==> src/rtl/alu_bist_ctrl_if.sv <==
// ALU-side bus of the BIST controller: operands and mode out, result in.
// The controller takes the master view, the ALU takes the slave view.
interface alu_bist_ctrl_if #(
    parameter int SIZE = 8
);
    logic [SIZE-1:0] a_o;
    logic [SIZE-1:0] b_o;
    logic [2:0]      mode_o;
    logic [SIZE-1:0] s_i;
    logic            c_i;

    modport master (
        output a_o, b_o, mode_o,
        input  s_i, c_i
    );

    modport slave (
        input  a_o, b_o, mode_o,
        output s_i, c_i
    );
endinterface

==> src/rtl/alu_bist_ctrl.sv <==
// LFSR-driven BIST for the combinational ALU with MISR signature compaction.
// Optional macro ALU_BIST_ABORT_EN adds abort_i to cancel a run in progress.
module alu_bist_ctrl #(
    parameter int                SIZE        = 8,
    parameter int                NB_PATTERNS = 64,
    parameter logic [2*SIZE-1:0] LFSR_POLY   = 16'hB400,
    parameter logic [2*SIZE-1:0] SEED        = 16'hACE1,
    parameter logic [SIZE:0]     GOLDEN      = '0
) (
    input  logic                 clk_i,
    input  logic                 rst_ni,
    input  logic                 start_i,
`ifdef ALU_BIST_ABORT_EN
    input  logic                 abort_i,
`endif
    alu_bist_ctrl_if.master      alu,
    output logic                 busy_o,
    output logic                 done_o,
    output logic                 pass_o,
    output logic [SIZE:0]        signature_o
);
    localparam int CW  = $clog2(NB_PATTERNS + 1);
    localparam int CWX = (CW < 3) ? 3 : CW;

    localparam logic [1:0] IDLE = 2'd0;
    localparam logic [1:0] RUN  = 2'd1;
    localparam logic [1:0] DONE = 2'd2;

    logic [1:0]        state;
    logic [2*SIZE-1:0] lfsr;
    logic [CW-1:0]     count;
    logic [SIZE:0]     sig;

    logic [CWX-1:0]    cnt_x;
    logic              run;
    logic [2:0]        mode;
    logic              c_m;
    logic [SIZE-1:0]   s_m;
    logic [SIZE:0]     sig_nxt;
    logic [2*SIZE-1:0] lfsr_nxt;
    logic              last;

    assign cnt_x = CWX'(count);
    assign run   = (state == RUN);
    assign mode  = run ? cnt_x[2:0] : 3'b111;

    assign alu.a_o    = run ? lfsr[2*SIZE-1:SIZE] : '0;
    assign alu.b_o    = run ? lfsr[SIZE-1:0] : '0;
    assign alu.mode_o = mode;

    // Carry is only meaningful for add/sub; compare only defines bit 0
    always_comb begin
        c_m = (mode[2:1] == 2'b00) ? alu.c_i : 1'b0;
        s_m = alu.s_i;
        if (mode == 3'b110) begin
            s_m[SIZE-1:1] = '0;
        end
    end

    assign sig_nxt  = {sig[SIZE-1:0], sig[SIZE]} ^ {c_m, s_m};
    assign lfsr_nxt = (lfsr >> 1) ^ (lfsr[0] ? LFSR_POLY : '0);
    assign last     = (count == CW'(NB_PATTERNS - 1));

    always_ff @(posedge clk_i or negedge rst_ni) begin
        if (!rst_ni) begin
            state <= IDLE;
            lfsr  <= SEED;
            count <= '0;
            sig   <= '0;
        end else begin
            case (state)
                IDLE, DONE: begin
                    if (start_i) begin
                        state <= RUN;
                        lfsr  <= SEED;
                        count <= '0;
                        sig   <= '0;
                    end
                end
                RUN: begin
`ifdef ALU_BIST_ABORT_EN
                    if (abort_i) begin
                        state <= IDLE;
                        sig   <= '0;
                    end else begin
                        sig   <= sig_nxt;
                        lfsr  <= lfsr_nxt;
                        count <= count + 1'b1;
                        if (last) state <= DONE;
                    end
`else
                    sig   <= sig_nxt;
                    lfsr  <= lfsr_nxt;
                    count <= count + 1'b1;
                    if (last) state <= DONE;
`endif
                end
                default: state <= IDLE;
            endcase
        end
    end

    assign busy_o      = run;
    assign done_o      = (state == DONE);
    assign pass_o      = done_o && (sig == GOLDEN);
    assign signature_o = sig;
endmodule

==> src/flat_wrapper.sv <==
// flat-port wrapper written by rule: the top's interface ports become plain ports
module alu_bist_ctrl_flat 
#(
    parameter int                SIZE        = 8,
    parameter int                NB_PATTERNS = 64,
    parameter logic [2*SIZE-1:0] LFSR_POLY   = 16'hB400,
    parameter logic [2*SIZE-1:0] SEED        = 16'hACE1,
    parameter logic [SIZE:0]     GOLDEN      = '0
)
  (clk_i, rst_ni, start_i, busy_o, done_o, pass_o, signature_o, alu_a_o, alu_b_o, alu_mode_o, alu_s_i, alu_c_i);
  alu_bist_ctrl_if #(.SIZE(SIZE)) alu_i ();
  input  logic clk_i;
  input  logic rst_ni;
  input  logic start_i;
  output logic busy_o;
  output logic done_o;
  output logic pass_o;
  output logic [SIZE:0] signature_o;
  output wire logic [$bits(alu_i.a_o)-1:0] alu_a_o;
  output wire logic [$bits(alu_i.b_o)-1:0] alu_b_o;
  output wire logic [$bits(alu_i.mode_o)-1:0] alu_mode_o;
  input wire logic [$bits(alu_i.s_i)-1:0] alu_s_i;
  input wire logic [$bits(alu_i.c_i)-1:0] alu_c_i;
  assign alu_a_o = alu_i.a_o;
  assign alu_b_o = alu_i.b_o;
  assign alu_mode_o = alu_i.mode_o;
  assign alu_i.s_i = alu_s_i;
  assign alu_i.c_i = alu_c_i;
  alu_bist_ctrl #(.SIZE(SIZE), .NB_PATTERNS(NB_PATTERNS), .LFSR_POLY(LFSR_POLY), .SEED(SEED), .GOLDEN(GOLDEN)) u_core (.clk_i(clk_i), .rst_ni(rst_ni), .start_i(start_i), .alu(alu_i), .busy_o(busy_o), .done_o(done_o), .pass_o(pass_o), .signature_o(signature_o));
endmodule
==> config.mk <==
export PLATFORM = sky130hd
export DESIGN_NAME = alu_bist_ctrl_flat
export DESIGN_NICKNAME = d
export VERILOG_FILES = /design/src/rtl/alu_bist_ctrl_if.sv /design/src/rtl/alu_bist_ctrl.sv /design/src/flat_wrapper.sv
export SDC_FILE = /design/constraint.sdc
export NUM_CORES = 1
export LEC_CHECK = 0
export CORE_MARGIN = 2
export CORE_UTILIZATION = 53
export DETAILED_ROUTE_END_ITERATION = 16
export PLACE_DENSITY = 0.95
export SETUP_SLACK_MARGIN = 0.4
export SLEW_MARGIN = 25
export SYNTH_ARGS = -nofsm -noshare
export SYNTH_HDL_FRONTEND = slang
export SYNTH_SLANG_ARGS = --single-unit
==> constraint.sdc <==
create_clock -name clk_i -period 2.8 [get_ports clk_i]
set_input_delay 0.42 -clock clk_i [delete_from_list [all_inputs] [get_ports clk_i]]
set_output_delay 0.42 -clock clk_i [all_outputs]
set_load 0.1 [all_outputs]
Word level (Yosys, flattened, before mapping) --
Index checks and enable logic that the tools add are counted.
Storage, ports and cells: flip-flop bits (word level) 34, word-level logic and storage cells 36, memory bits (writable) 0, input bits 12, output and inout bits 31, bits in read-only memories 0, latch bits 0, memories kept 0
Operators by class: add/sub/neg operators 1, divide/modulo/power cells 0, multiplexer cells 15, equal/unequal tests 6, shifts and indexed selects 0, order comparisons 0, bitwise logic cells 2, reduce and logical (&&, ||, !) cells 8, $mul 0
Operators by type and width (number):
- two-way mux 16 bit | 2
- one-hot mux 16 bit (2 select lines) | 1
- one-hot mux 9 bit (2 select lines) | 1
- two-way mux 8 bit | 2
- XOR 15 x 16 -> 16 bit | 1
- two-way mux 7 bit | 2
- one-hot mux 7 bit (2 select lines) | 1
- logical NOT 9 bit | 1
- two-way mux 9 bit | 1
- XOR 9 bit | 1
- adder 7 x 1 -> 7 bit (second input constant) | 1
- equality test 7 x 6 -> 1 bit (second input constant) | 1
- logical NOT 2 bit | 2
- two-way mux 2 bit | 2
- != test 2 bit (second input constant) | 2
- one-hot mux 2 bit (2 select lines) | 1
- AND reduction 2 bit | 2
- equality test 3 bit (second input constant) | 1
- two-way mux 3 bit | 1
- equality test 2 x 1 -> 1 bit (second input constant) | 1
- equality test 2 bit (second input constant) | 1
- nonzero test 2 bit | 1
- OR reduction 2 bit | 1
- logical AND 1 bit | 1
- two-way mux 1 bit | 1

Longest topological paths before layout --
depth after elaboration 6, depth in mapped cells 6, gate-level depth less buffers 4

Worst setup path after synthesis --
Ideal clock, no wire load.
path type register to output, start register u_core.state[0], end output pass_o, arrival 5019 ps, path slack -2639 ps, buffers on the path 1, required time 2380 ps, cell stages (with the launch flop) 5, cell sequence dfrtp_1 > clkbuf_1 > nor2b_1 > nand3_1 > nor4_1
Between the ends: word-level cells in the longest chain between the ends 2
RTL lines:
- start: declaration | line alu_bist_ctrl.sv:29 | logic [1:0] state;
- start signal: assignment | line alu_bist_ctrl.sv:66 | state <= IDLE;
- start signal: assignment | line alu_bist_ctrl.sv:74 | state <= RUN;
- start signal: assignment | line alu_bist_ctrl.sv:95 | if (last) state <= DONE;
- equality test 2 bit | line alu_bist_ctrl.sv:104 | assign done_o = (state == DONE);
- named net done_o | line flat_wrapper.sv:16 | output logic done_o;
- logical AND 1 bit | line alu_bist_ctrl.sv:105 | assign pass_o = done_o && (sig == GOLDEN);
- end: declaration | line flat_wrapper.sv:17 | output logic pass_o;
The timed path passes the listed nets, and every way through them passes these cells.

Worst setup path after layout --
start register u_core.sig[2], in the netlist u_core.signature_o[2], end output pass_o
Between the ends: word-level cells in the longest chain between the ends 2
RTL lines:
- start: declaration | line alu_bist_ctrl.sv:32 | logic [SIZE:0] sig;
- start signal: assignment | line alu_bist_ctrl.sv:92 | sig <= sig_nxt;
- logical NOT 9 bit | line alu_bist_ctrl.sv:105
- logical AND 1 bit | line alu_bist_ctrl.sv:105
Every way passes these cells.

==> impl_metrics.json <==
{
  "vias_per_cell": 5.976,
  "grt_pass1_wl_um": 6824,
  "fmax_mhz": 435.2,
  "place_congestion": 0.8797,
  "synth_mux_area_share_pct": 1.681,
  "routedWlPerCell_um": 17.37,
  "worst-endpoint-required_ns": 2.38,
  "slew_headroom_pct": 63.97,
  "timing.rr.end": "u_core.signature_o[0]$_DFFE_PN0P_",
  "grtUsageMet2_pct": 40.03,
  "drtPass1Iterations": 4,
  "cp_num_buf_inv": 1,
  "finalClockSkew_ns": 0.008748,
  "port_buffers": 42,
  "place.detailed.hpwl_um": 3051,
  "cp_top_family": "simple AND/OR/NAND/NOR gates",
  "drc": 0,
  "cts_tree": "built",
  "synth_compound_area_share_pct": 14.50,
  "gr-total-overflow": 0,
  "layout-drive-gt1-share_pct": 30.50,
  "grt_use_met3_pct": 6.832,
  "synth_top_family_by_area": "simple AND/OR/NAND/NOR gates",
  "path_class": "flip-flop to output pin",
  "min_period_over_period_pct": 82.07,
  "routed_wl_um": 4273,
  "htree_num_levels": 2,
  "avgSynthCellArea_um2": 11.17,
  "core_area_um2": 3284,
  "yosys.cell_types.count": 43,
  "synth_nets": 173,
  "yosys_most_used_dff": "dfrtp_1",
  "crit_path_max_incr_delay_ns": 0.45,
  "finalHoldViolCount": 0,
  "path_depth": 4,
  "track_usage_pct": 25.04,
  "arrival_ns": 1.88,
  "slew_violations": 0,
  "synth_warnings": 0,
  "cts_root_buffer": "clkbuf_4",
  "die_w_um": 62.06,
  "area_delta_synth_final_pct": 36.90,
  "maxCapViolations": 0,
  "status": "completed",
  "post_cts_buffers": 0,
  "setup-tns-final_ns": 0,
  "ant_nets": 0,
  "postCtsHoldBufs": 0,
  "reg2regPathDepth": 4,
  "crit_fanout": 6,
  "grt_pass1_vias": 1411,
  "critPathCaptureType": "output pin",
  "rsz0062_at_grt": "false",
  "std_cell_rows": 21,
  "hold_class": "input pin to async pin",
  "vias": 1470,
  "grt-busiest-layer": "met2",
  "reg2reg_from": "u_core.state[1]$_DFFE_PN0P_",
  "slowest_stage": "dfrtp_2",
  "cts_buffer_depth": 2,
  "grt_start_max_net_pins": 35,
  "ys_ff_latch": 34,
  "synth_edf_count": 0,
  "setup_viol": 0,
  "syn_inst": 160,
  "ys_seq_area_share_pct": 48.18,
  "diodes": 0,
  "synth_fa_ha_area_share_pct": 0.7003,
  "die_y_um": 62.06,
  "start_util_pct": 54.40,
  "reg2reg_setup_slack_ns": 0.98,
  "critPathLaunchType": "flip-flop",
  "synthesis.area_um2": 1787,
  "fin_nets": 212,
  "critical_path.cell_chain": "nor4_1 -> nand3_2 -> nor4_4 -> buf_6",
  "pin_count": 43,
  "ys_async_sr_fraction_pct": 100.0,
  "numCtsBuffers": 5,
  "antenna_found_initial": 0,
  "period_needed_ns": 2.298,
  "cts_sinks": 34,
  "clock_latency_ns": 0.34,
  "synthSimpleGateAreaFrac_pct": 26.54,
  "die-area_um2": 3851,
  "drt_iter0_markers": 132,
  "synthXorXnorAreaFrac_pct": 2.451,
  "tightest_slew_ns": 0.5399,
  "path_clk_slew_ns": 0.11,
  "grt_use_met1_pct": 31.64
}
-- worst max-delay path by stage --
stage                                                 start          to  slack, ns
after detailed placement        u_core.state[0]$_DFFE_PN0P_  alu_b_o[5]       0.73
after CTS                       u_core.state[0]$_DFFE_PN0P_  alu_b_o[5]       0.45
after floorplan                 u_core.state[0]$_DFFE_PN0P_      pass_o       0.07
final                     u_core.signature_o[2]$_DFFE_PN0P_      pass_o       0.50
after global routing            u_core.state[1]$_DFFE_PN0P_  alu_a_o[2]       0.42
after global placement          u_core.state[0]$_DFFE_PN0P_  alu_b_o[5]       0.82
-- timing repair --
item,4_1_cts,5_1_grt
resized for setup,1,3
gates cloned,0,0
setup endpoints to repair,13,19
-- cell type report --
type	count	area [um^2]
Inverter	2	12.51
Fill cell	216	838.3
Clock inverter	1	30.03
Tap cell	46	57.56
Clock buffer	7	45.04
Multi-Input combinational cell	112	847.1
Timing Repair Buffer	44	586.8
Sequential cell	34	867.1
-- layer usage --
layer	wire length, um	vias to the layer above
li1	-	678
met1	1678	720
met2	2220	63
met3	309	9
met4	65	0
met5	0	-
-- worst register-to-register path, stage by stage, from the launching register on --
cell and delay [ns]:
dfrtp_1 0.50, nand2b_4 0.39, inv_6 0.15, nor2_2 0.48, a22o_1 0.23
-- cell usage in the layout (no fill, tap or decap), drive strengths merged, types with 2 or more instances in the layout --
| cell | Yosys | routed |
|---|---|---|
| dfstp | 8 | 8 |
| o22a | 5 | 5 |
| mux2i | 3 | 3 |
| nand3 | 17 | 17 |
| a22o | 5 | 5 |
| a31oi | 7 | 7 |
| nor2 | 2 | 2 |
| dfrtp | 26 | 26 |
| nand2b | 5 | 5 |
| xnor2 | 2 | 2 |
| a21o | 8 | 8 |
| or4b | 7 | 7 |
| buf | 8 | 33 |
| inv | 2 | 2 |
| a2bb2oi | 2 | 2 |
| nor2b | 3 | 3 |
| nor4bb | 5 | 5 |
| nor4 | 2 | 2 |
| nand2 | 5 | 5 |
| clkbuf | 4 | 7 |
| and2 | 16 | 16 |
| clkdlybuf4s50 | 0 | 11 |
| xor2 | 3 | 3 |
| and4bb | 2 | 2 |
| nand4 | 2 | 2 |
-- flip-flops by register name, indices dropped and copies added, names as in the netlist --
| name | count |
|---|---|
| u_core.signature_o | 9 |
| u_core.lfsr | 16 |
| u_core.state | 2 |
| u_core.cnt_x | 7 |
-- synth_stat cells (3+ instances only) --
cell | count | share of area, %
dfrtp_1 | 26 | 36
nand3_1 | 17 | 4.8
and2_1 | 16 | 5.6
a21o_1 | 8 | 3.4
dfstp_2 | 8 | 12
a31oi_1 | 7 | 2.5
or4b_1 | 7 | 3.9
a22o_1 | 5 | 2.5
nand2_1 | 5 | 1.1
nor4bb_1 | 5 | 2.8
o22a_1 | 5 | 2.5
nand2b_1 | 4 | 1.4
buf_2 | 3 | 0.84
mux2i_1 | 3 | 1.7
nor2b_1 | 3 | 1.1
xor2_1 | 3 | 1.5
-- logic make-up (layout without fill, tap and decap cells) --
family,Yosys count,in the layout
AO/OA/AOI/OAI,33,33
XOR/XNOR,5,5
adder cells (fa/ha/maj),1,1
buffers and inverters,14,54
flip-flops,34,34
multiplexers,3,3
AND/OR/NAND/NOR,70,70
-- per-stage QoR --
step / hold slack [ns] / utilization [%] / instance area [um^2] / worst slack, ns / cells
final: 0.4684 / 74.48 / 2446 / 0.5021 / 246
after global routing: 0.5092 / 74.48 / 2446 / 0.4224 / 246
after CTS: 0.4884 / 74.25 / 2439 / 0.4535 / 246
after detailed placement: 0.4749 / 71.89 / 2361 / 0.7338 / 238
after global placement: 0.4567 / 71.89 / 2361 / 0.8174 / 238
after floorplan: 0.1244 / - / 1829 / 0.07103 / 160
Power is left out: the tool's default activity adds up to more than one toggle a clock period on the data nets, which glitch-free logic cannot reach.
